--- src/rtl/iram_byte_loader.sv ---
// Packs an 8-bit byte stream into 128-bit words and writes each word to
// instruction RAM as a single-beat AXI write, one word outstanding at a time.
module iram_byte_loader #(
    parameter logic [39:0] BASE_ADDR = 40'h0,
    parameter logic [7:0]  AXI_ID    = 8'h0
) (
    input  logic         pll_core_cpuclk,
    input  logic         pad_cpu_rst_b,
    input  logic         ld_start,
    input  logic         byte_valid,
    input  logic [7:0]   byte_data,
    output logic         byte_ready,
    input  logic         ld_flush,
    output logic         ld_busy,
    output logic [15:0]  ld_word_cnt,
    output logic         ld_err,
    output logic [39:0]  awaddr_m,
    output logic [7:0]   awid_m,
    output logic [7:0]   awlen_m,
    output logic [2:0]   awsize_m,
    output logic [1:0]   awburst_m,
    output logic         awvalid_m,
    input  logic         awready_m,
    output logic [127:0] wdata_m,
    output logic [15:0]  wstrb_m,
    output logic         wlast_m,
    output logic         wvalid_m,
    input  logic         wready_m,
    input  logic         bvalid_m,
    input  logic [7:0]   bid_m,
    input  logic [1:0]   bresp_m,
    output logic         bready_m
);

    typedef enum logic [1:0] {
        ST_FILL = 2'd0,
        ST_ADDR = 2'd1,
        ST_DATA = 2'd2,
        ST_RESP = 2'd3
    } state_e;

    state_e         state_q, state_d;
    logic [4:0]     byte_cnt_q, byte_cnt_d;
    logic [15:0]    strb_q, strb_d;
    logic [127:0]   buf_q, buf_d;
    logic [39:0]    cur_addr_q, cur_addr_d;
    logic [15:0]    word_cnt_q, word_cnt_d;
    logic           err_q, err_d;
    logic           byte_ready_q, byte_ready_d;
    logic           busy_q, busy_d;
    logic           awvalid_q, awvalid_d;
    logic           wvalid_q, wvalid_d;
    logic           bready_q, bready_d;
    logic           accept_s;
    logic           unused_bid_s;

    // Response ID is deliberately not checked; only one write is ever in flight.
    assign unused_bid_s = ^bid_m;

    // Next-state computation for the FSM, word buffer and status counters.
    always_comb begin
        state_d    = state_q;
        byte_cnt_d = byte_cnt_q;
        strb_d     = strb_q;
        buf_d      = buf_q;
        cur_addr_d = cur_addr_q;
        word_cnt_d = word_cnt_q;
        err_d      = err_q;
        accept_s   = 1'b0;

        case (state_q)
            ST_FILL: begin
                if (ld_start) begin
                    cur_addr_d = BASE_ADDR;
                    byte_cnt_d = 5'd0;
                    strb_d     = 16'h0000;
                    buf_d      = 128'h0;
                    word_cnt_d = 16'h0000;
                    err_d      = 1'b0;
                    state_d    = ST_FILL;
                end else begin
                    // byte_ready_q is only high in FILL with room left in the word
                    accept_s = byte_valid && byte_ready_q;
                    if (accept_s) begin
                        buf_d[{byte_cnt_q[3:0], 3'b000} +: 8] = byte_data;
                        strb_d[byte_cnt_q[3:0]]               = 1'b1;
                        byte_cnt_d                            = byte_cnt_q + 5'd1;
                    end else begin
                        byte_cnt_d = byte_cnt_q;
                    end
                    if ((byte_cnt_q == 5'd16) || (ld_flush && (byte_cnt_d != 5'd0))) begin
                        state_d = ST_ADDR;
                    end else begin
                        state_d = ST_FILL;
                    end
                end
            end
            ST_ADDR: begin
                if (awready_m) begin
                    state_d = ST_DATA;
                end else begin
                    state_d = ST_ADDR;
                end
            end
            ST_DATA: begin
                if (wready_m) begin
                    state_d = ST_RESP;
                end else begin
                    state_d = ST_DATA;
                end
            end
            ST_RESP: begin
                if (bvalid_m) begin
                    cur_addr_d = cur_addr_q + 40'h10;
                    word_cnt_d = word_cnt_q + 16'h0001;
                    err_d      = err_q | (bresp_m != 2'b00);
                    byte_cnt_d = 5'd0;
                    strb_d     = 16'h0000;
                    buf_d      = 128'h0;
                    state_d    = ST_FILL;
                end else begin
                    state_d = ST_RESP;
                end
            end
            default: begin
                state_d = ST_FILL;
            end
        endcase
    end

    // Handshake outputs are decoded from the next state so they are registered.
    always_comb begin
        awvalid_d    = (state_d == ST_ADDR);
        wvalid_d     = (state_d == ST_DATA);
        bready_d     = (state_d == ST_RESP);
        busy_d       = (state_d != ST_FILL);
        byte_ready_d = (state_d == ST_FILL) && (byte_cnt_d < 5'd16);
    end

    // State and output registers; reset aborts any transaction in flight.
    always_ff @(posedge pll_core_cpuclk or negedge pad_cpu_rst_b) begin
        if (!pad_cpu_rst_b) begin
            state_q      <= ST_FILL;
            byte_cnt_q   <= 5'd0;
            strb_q       <= 16'h0000;
            buf_q        <= 128'h0;
            cur_addr_q   <= BASE_ADDR;
            word_cnt_q   <= 16'h0000;
            err_q        <= 1'b0;
            byte_ready_q <= 1'b1;
            busy_q       <= 1'b0;
            awvalid_q    <= 1'b0;
            wvalid_q     <= 1'b0;
            bready_q     <= 1'b0;
        end else begin
            state_q      <= state_d;
            byte_cnt_q   <= byte_cnt_d;
            strb_q       <= strb_d;
            buf_q        <= buf_d;
            cur_addr_q   <= cur_addr_d;
            word_cnt_q   <= word_cnt_d;
            err_q        <= err_d;
            byte_ready_q <= byte_ready_d;
            busy_q       <= busy_d;
            awvalid_q    <= awvalid_d;
            wvalid_q     <= wvalid_d;
            bready_q     <= bready_d;
        end
    end

    assign byte_ready  = byte_ready_q;
    assign ld_busy     = busy_q;
    assign ld_word_cnt = word_cnt_q;
    assign ld_err      = err_q;

    assign awaddr_m  = cur_addr_q;
    assign awid_m    = AXI_ID;
    assign awlen_m   = 8'h00;
    assign awsize_m  = 3'b100;
    assign awburst_m = 2'b01;
    assign awvalid_m = awvalid_q;

    // Unwritten byte lanes stay zero because the buffer is cleared per word.
    assign wdata_m  = buf_q;
    assign wstrb_m  = strb_q;
    assign wlast_m  = wvalid_q;
    assign wvalid_m = wvalid_q;

    assign bready_m = bready_q;

endmodule

--- config.mk ---
export PLATFORM = sky130hd
export DESIGN_NAME = iram_byte_loader
export DESIGN_NICKNAME = d
export VERILOG_FILES = /design/src/rtl/iram_byte_loader.sv
export SDC_FILE = /design/constraint.sdc
export NUM_CORES = 1
export LEC_CHECK = 0
export BUFFER_PORTS_ARGS = -buffer_cell sky130_fd_sc_hd__buf_4
export CORE_ASPECT_RATIO = 0.75
export CORE_MARGIN = 2
export CORE_UTILIZATION = 56
export DETAILED_ROUTE_END_ITERATION = 10
export GPL_TIMING_DRIVEN = 0
export PLACE_DENSITY = 0.83
export SYNTH_ARGS = -nofsm -noshare
export SYNTH_HDL_FRONTEND = slang
export SYNTH_SLANG_ARGS = --single-unit
--- constraint.sdc ---
create_clock -name pll_core_cpuclk -period 4.45 [get_ports pll_core_cpuclk]
set_input_delay 0.2225 -clock pll_core_cpuclk [delete_from_list [all_inputs] [get_ports pll_core_cpuclk]]
set_output_delay 0.2225 -clock pll_core_cpuclk [all_outputs]
set_load 0.02 [all_outputs]
==> summary by stage <==
Timing
The transition time at the pin with the least slew margin is roughly 1100 ps. The tightest hold path in the finished design has a slack of around 65 ps. The clock skew is a little over 8 ps.

Setup violations remaining at the end of the flow were counted as 0. The final critical path takes up between 70 and 80% of the cycle. Adding up every negative setup slack in the final design gives 0 ps. Setup repair after global routing left no endpoint under its margin.

The post-layout minimum cycle time is approximately 3400 ps. The final count of hold timing violations came to 0. The final count of pins violating max slew is 0. Based on the critical path, the design can be clocked at up to ~290 MHz. Measured against its own limit, the worst slew margin works out to 29.08%.

Outcome
The run finished with clean final reports.

Layout
0 antenna diodes ended up in the layout. The count of fill cells added during filler insertion is 1,170. In the layout the commonest cells are sky130_fd_sc_hd__buf_4 (245), sky130_fd_sc_hd__dfrtp_1 (208), sky130_fd_sc_hd__nand3_1 (113). Compared with the post-synthesis result, the final layout area differs by 28.80%. The number of nets in the final layout is 1,234.

The share of cells above drive strength 1 is approximately 25%. The commonest non-fill, non-tap cell in the layout is sky130_fd_sc_hd__buf_4. The flip-flop and latch area is 0.005231 sq mm. The combined area of the multi-input logic cells is 0.003790 sq mm.

Routing
The first detailed-routing pass took 5 iterations. In this run the remaining antenna-violating nets after routing total 0. The first-iteration detailed-routing DRC count is between 800 and 900. For this block, the via count after detailed routing is between 8,000 and 9,000.

In the routed layout, each cell is associated on average with a via count of approximately 5.9. In the routed design, unresolved DRC markers number 0. For this block, the routed nets add up to ~27,000 microns of wire. After detailed routing, the average wire length per cell comes to 19.04 microns.

Pwr
The peak ir drop on the vdd network is between 0.0002 and 0.00025 V. The power share of the sequential group is a little under half. The power density over cell area is about 350 mW/mm^2. Cell internal power was estimated by the tool at between 3 and 4 mW. The analysis attributes to cell leakage a power of 5.869 nW. The share of power burned in the clock network is between 40% and 50%. Of the total power, the share spent switching nets is 27.48%. In this run, the combinational gates consume 14.1% of the power. Summed over all nets, the switching power comes to roughly 1.2 mW.

Clock network
TritonCTS built the clock tree. The CTS H-tree depth is 1. The clock buffer count from CTS is 20. In this run the post-CTS setup repair buffer count came out at 0. The quantity of gates resized following cts is 0. After clock tree synthesis, the clock-pin slew on the worst setup and hold paths is ~70 ps. The clock sink count is ~210. The deepest clock path buffer count is 3.

The buffer type at the clock tree root is sky130_fd_sc_hd__clkbuf_16. The clock reaches the later pin of the worst-skew pair after about 480 ps.

Critical path
Of all nets on the critical path, the largest fanout is 10. STA puts the critical path data required time at 4810 ps. The critical path arrival is between 3000 and 4000 ps.

The most critical setup path has its startpoint at byte_cnt_q[0]. The startpoint type of the worst setup path is a register. The critical path class is reg -> reg.

The kind of end point of the critical path is a register. In this run the critical register-to-register path is launched from byte_cnt_q[0].

Yosys
The Yosys step of the flow raised 0 warnings. The number of enable-type register cells in the synthesized netlist is 0. After synthesis, the netlist uses 57 different library cells.

Synthesis inferred 209 register bits. In the synthesized netlist the async set-or-reset flop fraction comes to 100.0%. A synthesized cell averages around 10 sq um. Among all flip-flop cells after synthesis, the most frequent one is sky130_fd_sc_hd__dfrtp_1. The netlist area before placement is 0.009397 sq mm.

Synthesis produced a netlist whose cell count is 929. Sequential elements use between 50 and 60% of the synthesized area.

Global route
The first-pass GRT wire length is roughly 43,000 microns. The number of global-route vias before repair is just under 8,000. The initial antenna violation count came to 0. The pin count of the biggest net entering global routing is approximately 120. The global routing usage summed across all routing layers is between 20% and 30%.

The total overflow reported by the global router is 0.

Hold path
The worst hold-check path type is in -> reg. The startpoint of the lowest-slack hold path is bresp_m[0].

Die
In this run the core area contains 40 standard-cell rows. The die width is 153.6 microns. For this configuration, the core starts out at a cell density of 57.95%. around 250 I/O pins were placed.

The area of the core is roughly 0.016 sq mm. Measured along the y axis, the die boundary spans 116.2 microns. The total die area is roughly 0.018 sq mm.

Place
The number of port buffers is 220. The HPWL after detailed placement is 19,010 microns. The global placer's final weighted congestion is approximately 0.9.

Flow run
Max-cap violations in this run came to 0.
worst max-delay path, stage by stage (launching register included):
cell and delay, ps:
sky130_fd_sc_hd__dfrtp_1 440, sky130_fd_sc_hd__buf_2 220, sky130_fd_sc_hd__inv_1 170, sky130_fd_sc_hd__ha_1 240, sky130_fd_sc_hd__clkbuf_1 420, sky130_fd_sc_hd__nand2_1 260
sky130_fd_sc_hd__nor4b_2 860, sky130_fd_sc_hd__nor2_1 340, sky130_fd_sc_hd__a32o_1 320
path summary, 6_finish.rpt:
kind                                   to  slack [ps]  cells past startpoint
max in group asynchronous    awaddr_m[36]        3120                      3
max reg2reg                    wdata_m[7]        1060                      8
min                                ld_err          60                      3
max                            wdata_m[7]        1060                      8
min reg2reg                   wdata_m[86]         500                      2
min in group asynchronous  ld_word_cnt[7]         330                      2
metal layers:
layer / share of wire, % / track usage (%)
met5: 0 / 0
met3: 8.3 / 6.011
met1: 44 / 44.15
met2: 45 / 45.78
met4: 2.0 / 7.217
cells by family (layout without fill, tap and decap cells):
group | Yosys count | in the layout | share of synthesized area [%]
DFF | 209 | 209 | 55.67
and+or+nand+nor | 367 | 367 | 19.60
buffers and inverters | 92 | 350 | 4.914
AOI/OAI and AO/OA | 201 | 201 | 13.64
muxes | 12 | 12 | 1.332
xor gates and xnor gates | 34 | 34 | 3.169
other | 2 | 25 | 0.07992
adders and majority gates | 12 | 12 | 1.598
power by group through the flow:
stage	clock network, mW	registers [mW]	logic [mW]
2_1_floorplan	0	2.04	0.318
3_3_place_gp	0	2.00	0.575
3_5_place_dp	0	2.00	0.589
4_1_cts	1.72	1.97	0.595
5_1_grt	1.80	1.97	0.653
6_report	1.71	1.97	0.602
sequential cells by signal, indices dropped and copies added (netlist names), 2 cells and up:
register,cells
awaddr_m,36
byte_cnt_q,5
ld_word_cnt,16
state_q,2
wdata_m,128
wstrb_m,16
repair_timing:
item	4_1_cts	5_1_grt
hold buffers	1	0
endpoints found under the setup margin	0	0
endpoints found under the hold margin	92	0
cell usage after synthesis, types with 2 or more instances:
cell type | number | area (sq um)
sky130_fd_sc_hd__a21o_1 | 4 | 30.03
sky130_fd_sc_hd__a21oi_1 | 29 | 145.1
sky130_fd_sc_hd__a22o_1 | 37 | 324.1
sky130_fd_sc_hd__a31oi_1 | 6 | 37.54
sky130_fd_sc_hd__a32o_1 | 10 | 100.1
sky130_fd_sc_hd__and2_1 | 6 | 37.54
sky130_fd_sc_hd__and3_1 | 7 | 43.79
sky130_fd_sc_hd__and4_1 | 8 | 70.07
sky130_fd_sc_hd__and4_4 | 2 | 22.52
sky130_fd_sc_hd__buf_1 | 2 | 7.510
sky130_fd_sc_hd__buf_2 | 8 | 40.04
sky130_fd_sc_hd__buf_4 | 26 | 195.2
sky130_fd_sc_hd__clkbuf_1 | 44 | 165.2
sky130_fd_sc_hd__conb_1 | 2 | 7.510
sky130_fd_sc_hd__dfrtp_1 | 208 | 5205
sky130_fd_sc_hd__ha_1 | 12 | 150.1
sky130_fd_sc_hd__inv_1 | 10 | 37.54
sky130_fd_sc_hd__mux2i_1 | 10 | 100.1
sky130_fd_sc_hd__nand2_1 | 94 | 352.8
sky130_fd_sc_hd__nand2b_1 | 4 | 25.02
sky130_fd_sc_hd__nand3_1 | 113 | 565.5
sky130_fd_sc_hd__nand4_1 | 21 | 131.4
sky130_fd_sc_hd__nor2_1 | 65 | 244.0
sky130_fd_sc_hd__nor2b_1 | 4 | 25.02
sky130_fd_sc_hd__nor3_1 | 11 | 55.05
sky130_fd_sc_hd__nor4_1 | 6 | 37.54
sky130_fd_sc_hd__o21ai_0 | 100 | 500.5
sky130_fd_sc_hd__o21ai_1 | 2 | 10.01
sky130_fd_sc_hd__o31ai_1 | 4 | 30.03
sky130_fd_sc_hd__or3_1 | 14 | 87.58
sky130_fd_sc_hd__or4_1 | 2 | 15.01
sky130_fd_sc_hd__xnor2_1 | 11 | 96.34
sky130_fd_sc_hd__xor2_1 | 23 | 201.4
metrics by stage:
step / power [mW] / cell area, sq um / util, % / std cells / setup slack [ps]
2_1_floorplan: 2.357 / 9483 / - / 952 / 1967
3_3_place_gp: 2.575 / 11400 / 70.29 / 1382 / 1340
3_5_place_dp: 2.592 / 11430 / 70.50 / 1383 / 1193
4_1_cts: 4.285 / 12100 / 74.64 / 1420 / 1163
5_1_grt: 4.429 / 12100 / 74.64 / 1420 / 876.6
6_report: 4.285 / 12100 / 74.64 / 1420 / 1057
area by class of cell:
type                       instances  share of cell area [%]
sequential                       209                   43.22
timing repair buffer             222                   14.02
inverter                          10                  0.3101
tap                              210                   2.171
clock inverter                     6                  0.5066
multi-input combinational        651                   31.31
buffer                            82                   3.505
clock buffer                      30                   4.952
No activity file was read; power rests on OpenSTA's default activity.
